### src/rtl/bcd_disp_pkg.sv
// Shared segment constants and the BCD-to-7-segment decode used by the display mux.
// Patterns are active-high, bit order {g,f,e,d,c,b,a}.
package bcd_disp_pkg;

  localparam logic [6:0] SEG_0     = 7'h3F;
  localparam logic [6:0] SEG_1     = 7'h06;
  localparam logic [6:0] SEG_2     = 7'h5B;
  localparam logic [6:0] SEG_3     = 7'h4F;
  localparam logic [6:0] SEG_4     = 7'h66;
  localparam logic [6:0] SEG_5     = 7'h6D;
  localparam logic [6:0] SEG_6     = 7'h7D;
  localparam logic [6:0] SEG_7     = 7'h07;
  localparam logic [6:0] SEG_8     = 7'h7F;
  localparam logic [6:0] SEG_9     = 7'h6F;
  localparam logic [6:0] SEG_DASH  = 7'h40;
  localparam logic [6:0] SEG_BLANK = 7'h00;

  // Codes 10..15 are not BCD; show a dash so a bad upstream count is visible.
  function automatic logic [6:0] bcd_to_seg(input logic [3:0] bcd);
    logic [6:0] pat;
    case (bcd)
      4'd0:    pat = SEG_0;
      4'd1:    pat = SEG_1;
      4'd2:    pat = SEG_2;
      4'd3:    pat = SEG_3;
      4'd4:    pat = SEG_4;
      4'd5:    pat = SEG_5;
      4'd6:    pat = SEG_6;
      4'd7:    pat = SEG_7;
      4'd8:    pat = SEG_8;
      4'd9:    pat = SEG_9;
      default: pat = SEG_DASH;
    endcase
    return pat;
  endfunction

endpackage

### src/rtl/bcd_to_7seg.sv
// Combinational BCD to 7-segment decoder, active-high pattern {g,f,e,d,c,b,a}.
module bcd_to_7seg
  import bcd_disp_pkg::*;
(
  input  logic [3:0] bcd,
  output logic [6:0] seg
);

  assign seg = bcd_to_seg(bcd);

endmodule

### src/rtl/bcd_display_mux.sv
// Time-multiplexed 7-segment driver: shadows N BCD digits on load and scans one digit
// per refresh period onto registered seg/an/digit_idx outputs, with leading-zero blanking.
module bcd_display_mux
  import bcd_disp_pkg::*;
#(
  parameter int N_DIGITS       = 4,
  parameter int REFRESH_DIV    = 4,
  parameter int SEG_ACTIVE_LOW = 1
) (
  input  logic                  clk,
  input  logic                  reset,
  input  logic [4*N_DIGITS-1:0] digits_in,
  input  logic                  load,
  input  logic                  blank_lz,
  output logic [6:0]            seg,
  output logic [N_DIGITS-1:0]   an,
  output logic [(N_DIGITS > 1 ? $clog2(N_DIGITS) : 1)-1:0] digit_idx
);

  localparam int IDX_W   = (N_DIGITS > 1) ? $clog2(N_DIGITS) : 1;
  localparam int PRESC_W = (REFRESH_DIV > 1) ? $clog2(REFRESH_DIV) : 1;
  localparam bit ACT_LOW = (SEG_ACTIVE_LOW != 0);
  localparam logic [6:0]          SEG_OFF = ACT_LOW ? 7'h7F : 7'h00;
  localparam logic [N_DIGITS-1:0] AN_OFF  = ACT_LOW ? '1 : '0;

  logic [4*N_DIGITS-1:0] shadow_reg;
  logic [PRESC_W-1:0]    presc_reg, presc_next;
  logic [IDX_W-1:0]      idx_reg, idx_next, digit_idx_reg;
  logic [6:0]            seg_reg, seg_next;
  logic [N_DIGITS-1:0]   an_reg, an_next;
  logic                  tick;

  logic [3:0]            digit_arr [N_DIGITS];
  logic [N_DIGITS-1:0]   zero_from;
  logic [3:0]            cur_digit;
  logic                  cur_blank;
  logic [6:0]            dec_seg, seg_hot;
  logic [N_DIGITS-1:0]   an_hot;

  for (genvar gi = 0; gi < N_DIGITS; gi++) begin : g_digit
    assign digit_arr[gi] = shadow_reg[4*gi +: 4];
  end

  // Prescaler and scan index
  assign tick = (presc_reg == PRESC_W'(REFRESH_DIV - 1));

  always_comb begin
    presc_next = tick ? '0 : presc_reg + 1'b1;
    idx_next   = idx_reg;
    if (tick) begin
      idx_next = (idx_reg == IDX_W'(N_DIGITS - 1)) ? '0 : idx_reg + 1'b1;
    end
  end

  // zero_from[k]: digit k and every digit above it are 0 (invalid codes are non-zero).
  always_comb begin
    logic run;
    run       = 1'b1;
    zero_from = '0;
    for (int k = N_DIGITS - 1; k >= 0; k--) begin
      run          = run & (digit_arr[k] == 4'h0);
      zero_from[k] = run;
    end
  end

  assign cur_digit = digit_arr[idx_reg];
  assign cur_blank = blank_lz && (idx_reg != '0) && zero_from[idx_reg];

  bcd_to_7seg u_dec (
    .bcd (cur_digit),
    .seg (dec_seg)
  );

  always_comb begin
    seg_hot  = cur_blank ? SEG_BLANK : dec_seg;
    an_hot   = N_DIGITS'(1) << idx_reg;
    seg_next = ACT_LOW ? ~seg_hot : seg_hot;
    an_next  = ACT_LOW ? ~an_hot : an_hot;
  end

  always_ff @(posedge clk) begin
    if (reset) begin
      shadow_reg    <= '0;
      presc_reg     <= '0;
      idx_reg       <= '0;
      digit_idx_reg <= '0;
      seg_reg       <= SEG_OFF;
      an_reg        <= AN_OFF;
    end else begin
      presc_reg     <= presc_next;
      idx_reg       <= idx_next;
      if (load) begin
        shadow_reg <= digits_in;
      end
      digit_idx_reg <= idx_reg;
      seg_reg       <= seg_next;
      an_reg        <= an_next;
    end
  end

  assign seg       = seg_reg;
  assign an        = an_reg;
  assign digit_idx = digit_idx_reg;

endmodule
### config.mk
export PLATFORM = sky130hd
export DESIGN_NAME = bcd_display_mux
export DESIGN_NICKNAME = d
export VERILOG_FILES = /design/src/rtl/bcd_disp_pkg.sv /design/src/rtl/bcd_to_7seg.sv /design/src/rtl/bcd_display_mux.sv
export SDC_FILE = /design/constraint.sdc
export NUM_CORES = 1
export LEC_CHECK = 0
export BUFFER_PORTS_ARGS = -buffer_cell sky130_fd_sc_hd__buf_2
export CAP_MARGIN = 10
export CORE_UTILIZATION = 45
export DETAILED_ROUTE_END_ITERATION = 7
export PLACE_DENSITY = 0.71
export RECOVER_POWER = 100
export REMOVE_ABC_BUFFERS = 1
export SLEW_MARGIN = 20
export SYNTH_ARGS = -nofsm -noshare
export SYNTH_HDL_FRONTEND = slang
export SYNTH_SLANG_ARGS = --single-unit
### constraint.sdc
create_clock -name clk -period 4.3 [get_ports clk]
set_clock_uncertainty 0.2 [all_clocks]
set_input_delay 0 -clock clk [delete_from_list [all_inputs] [get_ports clk]]
set_output_delay 0 -clock clk [all_outputs]
set_load 0.01 [all_outputs]
==> results by group <==
Logic synthesis
  • Main synth FF type: dfxtp_1
  • Post-synthesis register bit count: 33
  • Synth top area share: 45.7%
  • Sequential element share of the synthesized area: 45.7%
  • Most frequent cells after synthesis: dfxtp_1 (33), nor2_1 (23), mux2i_1 (19)
  • Post-synthesis cell count: 140
  • Most common cell in the netlist: dfxtp_1
  • Yosys warnings: 0
  • Area leader, netlist: dfxtp_1
  • Synthesized area: ~1400 um2
  • Async SR Flop Fraction: 0%
  • Syn_area_per_cell: 10.3 um2
  • Synth unique cells: 28
  • Ranking of synthesized cells by area: dfxtp_1 (46%), mux2i_1 (13%), ha_1 (8.7%)
  • EDFF count, synth: 0

STA
  • Final Hold Slack: 0.00937 ns
  • Worst-margin pin slew: 0.913 ns
  • RSZ-0062 raised after global routing: no
  • Tmin final: 2.40 ns
  • # setup viols final: 0
  • Fin crit share: 55.8%
  • Final Hold Fails: 0
  • Peak Freq: 417 MHz
  • Final slew viol count: 0
  • Slew HR: 39.1%
  • Setup TNS: 0 ns

GRT
  • Largest net degree at the start of global routing: 23
  • GR Util met3: ~8.8%
  • GRT Util Overall: 20.6%
  • First-pass GRT wire length: 5.14 mm
  • Global Route met1 Usage: between 20 and 25%
  • Met2 GRT Util: between 30% and 40%
  • GRT Max-Usage Layer: met2
  • Initial antenna violation count: 0
  • Grt ovf: 0
  • Vias in the first global route: 1185

Clock network
  • Clock sink count: 33
  • Clock Latency Late Sink: 0.33 ns
  • CTS tree: done
  • Clock slew at reported path FFs: roughly 0.090 ns
  • Cts bufs inserted: 5
  • CTS Buffer Depth: 2
  • Root Driver: clkbuf_4
  • H-tree depth: 2

Power and ir drop
  • Clock power share: 27.2%
  • Reg power frac: 53.5%
  • Int Pwr: 0.473 mW
  • Net Switching: 0.162 mW
  • Total power: 0.636 mW
  • Leakage power: 0.914 nW
  • Worst vdd ir: 0.233 mV
  • Logic pwr share: 19.3%
  • Sw Ratio: 25.5%
  • Cell area power density: 311 nW/um2

Worst hold path
  • Worst Hold End: seg[1]
  • Hold_sp: blank_lz
  • WHS Path Cells: 4
  • HP Class: primary input to flip-flop

Worst setup path
  • R2R depth: 7
  • Critical path required time: 4.31 ns
  • Worst setup path class: flip-flop to flip-flop
  • FF-to-FF Start: idx_reg[0]
  • Arr. time, crit path: roughly 2.4 ns
  • CP Max Fanout: 11
  • R2R setup slack: 1.90 ns
  • Reg-to-Reg End: seg[3]
  • Worst setup SP type: flip-flop
  • Worst Setup End Kind: flip-flop

Final layout
  • Post-layout util: 67.0%
  • Fin nets: 241
  • Design area: 2050 um2
  • Max FFs per register: 16
  • N_diodes: 0
  • Fraction of layout cells with a size suffix above 1: 13.7%
  • Filler cell count: 251
  • Area grow syn2layout: 41.6%

Drt
  • Post-DRT Antenna Nets: 0
  • Routed WL per cell: 12.3 um
  • Post-route DRC: 0
  • Vias per inst: 4.83
  • Vias: 1231
  • Detailed Route WL: 3.15 mm
  • Drt pass-1 iters: 4
  • First DRT Iteration DRCs: 11

Run
  • Max-Cap Viols: 0

Floorplan
  • Die Footprint: around 3400 um2
  • FP Rows: 20
  • Core Region: 3050 um2
  • DIE WIDTH: 58.7 um
  • Die Ht: 58.7 um
  • Initial Util: 47.3%
  • I/O pin total: 33

Place
  • Port-buffer cells: 32
  • Post-DP Area: 1610 um2
  • GPL Wtd Cong: 0.834

Status
  • Status: completed
## metrics by stage
stage | worst slack, ns | cells
6_report | 1.90 | 255
5_1_grt | 1.68 | 255
4_1_cts | 1.90 | 255
3_5_place_dp | 1.91 | 208
3_3_place_gp | 2.02 | 208
2_1_floorplan | 2.10 | 132
## critical path, cell delays in order (launching register included)
cell and delay [ns]:
dfxtp_1 0.60, mux4_1 0.68, inv_1 0.14, ha_1 0.18, inv_1 0.04, or2_0 0.21, mux2i_1 0.14, nand3_1 0.09
## cell type report
| class | count | area [um2] | share of cell area (%) |
|---|---|---|---|
| Sequential cell | 33 | 661 | 32.3 |
| Timing Repair Buffer | 72 | 543 | 26.5 |
| Tap cell | 44 | 55.1 | 2.69 |
| Inverter | 9 | 33.8 | 1.65 |
| Multi-Input combinational cell | 90 | 698 | 34.1 |
| Clock buffer | 7 | 55.1 | 2.69 |
## how the worst max path moves through the flow
stage / startpoint / end / slack (ns)
5_1_grt: idx_reg[0] / seg[3] / 1.68
6_report: idx_reg[0] / seg[3] / 1.90
2_1_floorplan: idx_reg[0] / seg[3] / 2.10
4_1_cts: idx_reg[0] / seg[3] / 1.90
3_3_place_gp: idx_reg[0] / seg[3] / 2.02
3_5_place_dp: idx_reg[0] / seg[3] / 1.91
## cell usage in the layout (no fill, tap or decap)
master | netlist | layout
a211o_1 | 1 | 1
a21oi_1 | 3 | 3
and2_4 | 1 | 1
and3_1 | 1 | 1
buf_2 | 2 | 18
clkbuf_1 | 3 | 15
clkbuf_4 | 0 | 5
clkbuf_8 | 0 | 1
dfxtp_1 | 33 | 33
dlygate4sd3_1 | 0 | 40
ha_1 | 10 | 10
inv_1 | 9 | 9
mux2_2 | 1 | 1
mux2i_1 | 19 | 19
mux4_1 | 1 | 1
mux4_2 | 3 | 3
nand2_1 | 4 | 4
nand2b_1 | 1 | 1
nand3_1 | 5 | 5
nand3b_1 | 1 | 1
nor2_1 | 23 | 23
nor3_1 | 2 | 3
nor3b_1 | 1 | 1
nor4_1 | 4 | 4
o211ai_1 | 2 | 2
o21ai_1 | 1 | 1
o22ai_1 | 3 | 3
or2_0 | 2 | 2
## power groups by stage
stage	registers (mW)	logic (mW)	clock network [mW]
3_5_place_dp	0.346	0.0924	0
3_3_place_gp	0.346	0.0886	0
5_1_grt	0.343	0.136	0.191
4_1_cts	0.340	0.124	0.175
2_1_floorplan	0.348	0.0550	0
6_report	0.340	0.123	0.173
## kinds of logic (layout without fill, tap and decap cells)
kind of cell             after synthesis  after routing  synth area share [%]
buffers and inverters                 17             88                  5.63
flip-flops                            33             33                  45.7
AND/OR/NAND/NOR                       46             46                  15.2
multiplexers                          24             24                  20.4
adder cells (fa/ha/maj)               10             10                  8.66
AO/OA/AOI/OAI                         10             10                  4.33
## what timing repair did
item / CTS / global route
buffers inserted: 0 / 0
hold buffers: 40 / 0
endpoints found under the hold margin: 21 / 0
gates resized for setup: 0 / 0
## layer usage
layer / share of wire [%] / vias up / routed length, um
met5: 0 / - / 0
met4: 0.67 / 0 / 21
met3: 5.9 / 2 / 185
met2: 50 / 42 / 1580
met1: 43 / 566 / 1360
li1: - / 621 / -
Power figures use the tool's default switching activity.
